**config.mk**
```make
export PLATFORM = sky130hd
export DESIGN_NAME = regsel_issue
export DESIGN_NICKNAME = d
export VERILOG_FILES = /design/src/rtl/regsel_pkg.sv /design/src/rtl/reg_decoder5to32.sv /design/src/rtl/regsel_issue.sv
export SDC_FILE = /design/constraint.sdc
export NUM_CORES = 1
export LEC_CHECK = 0
export ABC_AREA = 1
export BUFFER_PORTS_ARGS = -buffer_cell sky130_fd_sc_hd__buf_2
export CAP_MARGIN = 25
export CORE_ASPECT_RATIO = 1.2
export CORE_MARGIN = 2
export CORE_UTILIZATION = 44
export DETAILED_ROUTE_END_ITERATION = 12
export GPL_TIMING_DRIVEN = 0
export PLACE_DENSITY = 0.67
export SKIP_LAST_GASP = 1
export SLEW_MARGIN = 30
export SYNTH_ARGS = -nofsm -noshare
export SYNTH_HDL_FRONTEND = slang
export SYNTH_HIERARCHICAL = 1
export SYNTH_SLANG_ARGS = --single-unit
```
**constraint.sdc**
```tcl
create_clock -name clk -period 0.92 [get_ports clk]
set_input_delay 0.184 -clock clk [delete_from_list [all_inputs] [get_ports clk]]
set_output_delay 0.184 -clock clk [all_outputs]
set_load 0.01 [all_outputs]
```
**src/rtl/regsel_pkg.sv**
```systemverilog
// Shared types and constants for the one-hot register-select issue logic.
package regsel_pkg;
    localparam int NREGS    = 32;
    localparam int REGIDX_W = 5;

    typedef logic [NREGS-1:0]    regsel_t;
    typedef logic [REGIDX_W-1:0] regidx_t;

    localparam regsel_t R0_ONEHOT = 32'h1;
endpackage

```
**src/rtl/reg_decoder5to32.sv**
```systemverilog
// Combinational 5-bit index to 32-bit one-hot register select.
module reg_decoder5to32
    import regsel_pkg::*;
(
    input  regidx_t i_idx,
    output regsel_t o_sel
);
    always_comb begin
        o_sel = R0_ONEHOT << i_idx;
    end
endmodule

```
**src/rtl/regsel_issue.sv**
```systemverilog
// Issue side of the one-hot register file: read selects, a delayed write select aligned
// with writeback, and a RAW interlock enabled by defining REGSEL_HAZARD_DETECT_EN.
module regsel_issue
    import regsel_pkg::*;
#(
    parameter int WB_LATENCY = 3,
    parameter int NREGS      = 32
) (
    input  logic    clk,
    input  logic    rst_n,
    input  logic    issue_valid,
    input  regidx_t rs,
    input  regidx_t rt,
    input  regidx_t rd,
    input  logic    reg_write,
    input  logic    flush,
    output logic    issue_ready,
    output regsel_t Aselect,
    output regsel_t Bselect,
    output regsel_t Dselect,
    output logic    wb_valid,
    output regsel_t pending,
    output logic    hazard
);
    localparam int LAST = WB_LATENCY - 1;

    regsel_t           w_rs_oh;
    regsel_t           w_rt_oh;
    regsel_t           w_rd_oh;
    regsel_t           w_wr_oh;
    regsel_t           w_pending;
    logic              w_hazard;
    logic              w_accept;

    regsel_t           r_aselect;
    regsel_t           r_bselect;
    logic [NREGS-1:0]  r_d_pipe [WB_LATENCY];

    reg_decoder5to32 u_dec_rs (.i_idx(rs), .o_sel(w_rs_oh));
    reg_decoder5to32 u_dec_rt (.i_idx(rt), .o_sel(w_rt_oh));
    reg_decoder5to32 u_dec_rd (.i_idx(rd), .o_sel(w_rd_oh));

    // The last stage is left out: it commits before a newly registered read select is used.
    always_comb begin
        w_pending = '0;
        for (int k = 0; k < WB_LATENCY - 1; k++) begin
            w_pending = w_pending | r_d_pipe[k];
        end
    end

`ifdef REGSEL_HAZARD_DETECT_EN
    assign w_hazard = issue_valid &&
                      (((w_rs_oh | w_rt_oh) & w_pending & ~R0_ONEHOT) != '0);
`else
    assign w_hazard = 1'b0;
`endif

    assign w_accept = issue_valid && !w_hazard && !flush;
    assign w_wr_oh  = (reg_write && (rd != '0)) ? w_rd_oh : '0;

    always_ff @(posedge clk or negedge rst_n) begin
        if (!rst_n) begin
            r_aselect <= R0_ONEHOT;
            r_bselect <= R0_ONEHOT;
            for (int k = 0; k < WB_LATENCY; k++) begin
                r_d_pipe[k] <= '0;
            end
        end else if (flush) begin
            for (int k = 0; k < WB_LATENCY; k++) begin
                r_d_pipe[k] <= '0;
            end
        end else begin
            for (int k = 1; k < WB_LATENCY; k++) begin
                r_d_pipe[k] <= r_d_pipe[k-1];
            end
            r_d_pipe[0] <= w_accept ? w_wr_oh : '0;
            if (w_accept) begin
                r_aselect <= w_rs_oh;
                r_bselect <= w_rt_oh;
            end
        end
    end

    assign Aselect     = r_aselect;
    assign Bselect     = r_bselect;
    assign Dselect     = r_d_pipe[LAST];
    assign wb_valid    = |r_d_pipe[LAST];
    assign pending     = w_pending;
    assign hazard      = w_hazard;
    assign issue_ready = !w_hazard;
endmodule

```
==> reports/metrics.csv, run 1 <==
stage,metric,value,unit
final_layout,areaGrowthSynthToFinish,39.7,%
cts,clk_path_buf_depth,2,
worst_setup_path,startpoint_type,register,
sta,fin_skew,8.42,ps
detailed_routing,met3_length,837,µm
cts,insertion_delay,410,ps
sta,fin_crit_sh,178,%
synthesis,yosys_warnings,6,
cts,cts_inserted_buffers,17,
detailed_routing,via_count,6067,
synthesis,synthCells,879,
floorplanning,start_util,44.9,%
worst_setup_path,path_max_fanout,2,
cts,clock-sinks,160,
sta,fin_ws,-722,ps
final_layout,final_common_cell,nand2_1,
pwr,ir_drop,0.000868,V
floorplanning,core,0.0163,mm²
synthesis,ys_ff_latch,160,
grt,grt_pass1_wl,27700,µm
grt,antenna_found_initial,2,
floorplanning,io_pins,151,
final_layout,layout_common_cells,"nand2_1 (244), nor2_1 (188), dfrtp_1 (158), buf_6 (107), buf_4 (101)",
sta,worst_hold_slack,-335,ps
detailed_routing,drtIter0Drc,236,
place,dp_hpwl,11600,µm
detailed_routing,drt-pass1-iter-count,4,
sta,slew_violations,0,
detailed_routing,highest-signal-layer,met5,
sta,hold_viol,53,
floorplanning,die_y,145,µm
grt,groute.usage.overall,20.0,%
worst_setup_path,critPathTopFamily,simple AND/OR/NAND/NOR gates,
synthesis,seq_area_frac_synth,54.8,%
cts,cts-root-buf,clkbuf_16,
synthesis,synthDistinctLibCells,19,
cts,cts_tree,done,
worst_setup_path,critPathMaxStageDelay,390,ps
worst_setup_path,crit_type,register to output pin,
sta,fin_crit,1640,ps
synthesis,syn_avg_cell_area,8.31,µm²
detailed_routing,routed_via_density,4.48,
worst_setup_path,end_kind,output pin,
worst_setup_path,arrival,1460,ps
worst_setup_path,cp_num_buf_inv,1,
floorplanning,die_x,122,µm
synthesis,synth_largest_area_cell,dfrtp_1,
final_layout,ff_latch_area,0.00401,mm²
detailed_routing,met2_length,9050,µm
cts,clkSlewWorstSetupHoldPaths,60,ps
worst_setup_path,crit_path_frequent_cell,nand2_1,
status,violations,"negative hold slack, negative setup slack",
flow_run,max-cap-violations,0,
detailed_routing,routed_wl,17100,µm
final_layout,fin_util,62.7,%
synthesis,synth_area,0.00731,mm²
pwr,power,15.1,mW
worst_setup_path,critPathRequiredTime,740,ps
synthesis,synthTopCellsByArea,"dfrtp_1 (54%), nand2_1 (14%), nor2_1 (10%)",
hold_path,hold_path_class,input pin to asynchronous set/reset pin,
final_layout,multi_input_area,0.00245,mm²
grt,overflow,0,
final_layout,drive_above_1_share,41.9,%
pwr,leakage,5.67,nW
place,globalplace.congestion,0.911,
final_layout,n_fill_cell,1359,
detailed_routing,ant_nets,0,
sta,rsz0062_at_grt,true,
worst_setup_path,crit_path_top_delay_cell,dfrtp_1,
detailed_routing,wire_per_inst,12.6,µm
worst_setup_path,cp_cell_sequence,"nor2_2, and2_1, nand2_1, nor2_1, nand2_1, buf_2",
detailed_routing,m1WireLength,6780,µm
grt,grt_pass1_vias,6025,
synthesis,synthesis.nets,899,
place,portBuffers,140,
status,status,finished with violations,
floorplanning,die-area,0.0177,mm²
sta,final-setup-viol-count,130,
cts,htreeDepth,4,
sta,max_freq,609,MHz
synthesis,synth_top_area_share,54.1,%
pwr,power_per_cell_area,1480,mW/mm²
floorplanning,row_count,51,
grt,grt_max_degree,59,
detailed_routing,drc,0,
final_layout,nets,1146,
==> per-stage QoR <==
| stage | hold slack, ps | setup TNS, ps | cell area, µm² | worst slack (ps) | instances |
|---|---|---|---|---|---|
| after CTS | -330 | -35690 | 9850 | -723 | 1337 |
| after global placement | 449 | -446230 | 8270 | -2640 | 1231 |
| after floorplan | -112 | -14.0 | 7310 | -14.0 | 879 |
| after global routing | -313 | -38590 | 10200 | -831 | 1351 |
| after detailed placement | 117 | -34840 | 8340 | -319 | 1233 |
| final | -335 | -33320 | 10200 | -722 | 1353 |
==> Yosys cell counts (all sizes together) <==
cell,count
nand4,13
nand3,36
inv,97
and2,2
nor3,12
conb,2
nor2,206
buf,81
dfrtp,158
nand2,269
dfstp,2
o21ai,1
==> cell type report <==
class	count	area share (%)
sequential	160	39.3
multi-input combinational	541	24.0
timing repair buffer	247	20.1
buffer	62	4.60
clock buffer	19	4.34
inverter	97	3.79
tap	212	2.60
clock inverter	13	1.24
antenna	2	0.0490
==> logic make-up (layout without fill, tap and decap cells) <==
logic type             after synthesis  in the layout  synth area share, %
AO/OA/AOI/OAI                        1              1                0.120
buffers and inverters              178            438                 13.0
flip-flops                         160            160                 54.8
other                                2              4                0.103
AND/OR/NAND/NOR                    538            538                 32.0
==> report_power, final <==
part           total, mW  switching (mW)  internal (mW)
logic               1.21           0.791          0.420
clock network       6.73            2.89           3.84
registers           7.17          0.0464           7.12
==> final timing paths <==
path,start,endpoint,slack [ps],cells after the start
setup / recovery,Dselect[14],wb_valid,-720,6
hold / removal,rst_n,Dselect[9],-340,1
setup reg to reg,r_d_pipe[47],Dselect[15],-70,6
hold reg to reg,Aselect[20],Aselect[20],470,2
max in group asynchronous,rst_n,Aselect[0],310,3
min in group clk,reg_write,r_d_pipe[64],70,3
==> per-layer routing <==
metal | vias up | global-route usage [%]
met2 | 169 | 34.6
met3 | 38 | 4.80
met4 | 2 | 8.79
li1 | 3087 | -
met1 | 2771 | 23.3
met5 | - | 0
==> worst register-to-register path, delay by kind of cell, from the launching register on <==
kind	cells	cell delay, ps
buffers and inverters	5	530
and+or+nand+nor	1	70
DFF	1	340
==> state kept, by name, indices dropped and copies added (netlist names) <==
register	flops
r_d_pipe	64
Aselect	32
Bselect	32
Dselect	32
==> what timing repair did <==
| action | CTS | global route |
|---|---|---|
| hold endpoints to repair | 53 | 53 |
| gates resized for setup | 117 | 92 |
| cloned | 0 | 0 |
| endpoints found under the setup margin | 129 | 134 |
| pin swaps | 14 | 14 |
| setup buffers | 79 | 46 |
Power figures use the tool's default switching activity.
==> inputs of run 2 (changes only) <==
==> constraint.sdc (replaced) <==
create_clock -name clk -period 0.92 [get_ports clk]
set_input_delay 0.046 -clock clk [delete_from_list [all_inputs] [get_ports clk]]
set_output_delay 0.046 -clock clk [all_outputs]
set_load 0.01 [all_outputs]
==> reports/metrics.csv, run 2 (synthesis results as in run 1) <==
stage,metric,value,unit,change
detailed_routing,ant_nets,0,,unchanged
final_layout,areaGrowthSynthToFinish,39.2,%,was 39.7%
cts,clock-sinks,160,,unchanged
grt,grt_pass1_vias,5944,,was 6025
cts,clkSlewWorstSetupHoldPaths,60,ps,about the same
sta,hold_viol,106,,was 53
worst_setup_path,critPathRequiredTime,870,ps,was 740 ps
sta,setup_tns,-14320,ps,was -33320 ps
floorplanning,core,0.0163,mm²,unchanged
final_layout,final_common_cell,nand2_1,,unchanged
final_layout,multi_input_area,0.00243,mm²,was 0.00245 mm²
floorplanning,io_pins,151,,unchanged
pwr,leakage,5.68,nW,was 5.67 nW
place,place_inst,1233,,unchanged
cts,cts_tree,done,,unchanged
sta,fin_crit,1470,ps,was 1640 ps
hold_path,hold_path_class,input pin to asynchronous set/reset pin,,unchanged
final_layout,finalNonFillerCells,1355,,was 1353
grt,groute.usage.overall,19.6,%,was 20.0%
detailed_routing,drt-pass1-iter-count,4,,unchanged
final_layout,antenna_cells,0,,was 2
cts,ctsHoldBuffers,3,,
sta,final-setup-viol-count,129,,was 130
final_layout,nets,1150,,was 1146
final_layout,regMostFlops,r_d_pipe,,unchanged
detailed_routing,drtIter0Drc,264,,was 236
place,pre_cts_ws,-189,ps,was -319 ps
final_layout,drive_above_1_share,41.4,%,was 41.9%
floorplanning,die_x,122,µm,unchanged
pwr,ir_drop,0.000932,V,was 0.000868 V
sta,fin_ws,-552,ps,was -722 ps
pwr,power_per_cell_area,1470,mW/mm²,was 1480 mW/mm²
final_layout,ff_latch_area,0.00401,mm²,unchanged
worst_setup_path,end_kind,output pin,,unchanged
place,dp_hpwl,11600,µm,about the same
sta,slew_violations,0,,unchanged
worst_setup_path,crit_type,register to output pin,,unchanged
final_layout,design_area,0.0102,mm²,about the same
final_layout,largest_reg_flops,64,,unchanged
cts,cts_inserted_buffers,17,,unchanged
detailed_routing,routed_wl,17000,µm,was 17100 µm
detailed_routing,wire_per_inst,12.6,µm,about the same
status,status,finished with violations,,unchanged
cts,insertion_delay,410,ps,about the same
worst_setup_path,path_max_fanout,2,,unchanged
flow_run,max-cap-violations,0,,unchanged
detailed_routing,drc,0,,unchanged
detailed_routing,routed_via_density,4.50,,was 4.48
floorplanning,die_y,145,µm,unchanged
grt,grt_max_degree,58,,was 59
final_layout,n_fill_cell,1371,,was 1359
final_layout,layout_common_cells,"nand2_1 (250), nor2_1 (187), dfrtp_1 (158), buf_2 (103), buf_4 (102)",,"was nand2_1 (244), nor2_1 (188), dfrtp_1 (158), buf_6 (107), buf_4 (101)"
status,violations,"negative hold slack, negative setup slack",,unchanged
detailed_routing,via_count,6101,,was 6067
grt,antenna_found_initial,1,,was 2
place,globalplace.congestion,0.911,,about the same
sta,max_freq,679,MHz,was 609 MHz
cts,clk_path_buf_depth,2,,unchanged
sta,fin_skew,5.96,ps,was 8.42 ps
sta,rsz0062_at_grt,true,,unchanged
sta,fin_crit_sh,160,%,was 178%
floorplanning,row_count,51,,unchanged
place,placed_cell_area,0.00834,mm²,unchanged
grt,grt_pass1_wl,27400,µm,was 27700 µm
sta,worst_hold_slack,-454,ps,was -335 ps
cts,htreeDepth,4,,unchanged
floorplanning,start_util,44.9,%,unchanged
worst_setup_path,startpoint_type,register,,unchanged
grt,overflow,0,,unchanged
floorplanning,die-area,0.0177,mm²,unchanged
place,portBuffers,140,,unchanged
worst_setup_path,arrival,1430,ps,was 1460 ps
final_layout,fin_util,62.5,%,was 62.7%
cts,cts-root-buf,clkbuf_16,,unchanged
==> run 2: cell count changes in the layout (fill, tap and decap cells not counted), moves of 2 or more <==
cell           change
nand2_2            -6
buf_6              -6
nor2_4             -2
nand2_1            +6
dlygate4sd3_1      +3
nor2_2             +3
diode_2            -2
buf_2              +5
==> run 2: worst max-delay path, cell delays in order, from the launching register on <==
cell and delay [ps]:
dfrtp_1 390, nor2_1 90, and2_1 140, nand2_2 60, nor2_2 130, nand2_1 60
buf_2 130
==> run 2: routing by layer <==
metal	share of wire, %	global-route usage, %	wire length, µm
met5	0.11	0	18
met4	2.5	8.51	428
met3	5.5	5.11	934
met2	52	33.7	8860
met1	40	22.8	6780
==> run 2: layout make-up <==
type	count	share of cell area (%)
plain buffers	63	4.71
clock buffers	20	4.49
clock inverters	12	0.996
inverters	97	3.80
multi-input cells	541	23.9
flip-flops and latches	160	39.4
well taps	212	2.61
repair buffers	250	20.1
==> run 2: through the flow <==
stage	total power, mW	hold WS (ps)
after CTS	15.0	-454
after floorplan	7.97	-250
after global routing	15.6	-436
after global placement	8.38	357
final	14.9	-454
after detailed placement	8.42	-10.4
==> run 2: report_power, final <==
group	total, mW	internal (mW)	switching (mW)
Clock	6.55	3.66	2.89
Sequential	7.17	7.12	0.0470
Combinational	1.23	0.430	0.796
Total	14.9	11.2	3.73
==> run 2: final timing paths <==
| path | slack (ps) | from | depth (start not counted) | to |
|---|---|---|---|---|
| setup / recovery | -550 | Dselect[22] | 6 | wb_valid |
| hold / removal | -450 | rst_n | 1 | Dselect[8] |
| setup reg to reg | 40 | r_d_pipe[50] | 5 | Dselect[18] |
| hold reg to reg | 470 | Aselect[22] | 2 | Aselect[22] |
| max in group asynchronous | 410 | rst_n | 3 | Bselect[0] |
| min in group clk | 0 | rd[4] | 3 | r_d_pipe[64] |
==> run 2: repair_timing <==
action	CTS	global route
gates cloned	0	0
pin swaps	16	19
endpoints found under the hold margin	120	78
buffers inserted	76	42
endpoints found under the setup margin	129	138
gates resized for setup	118	78
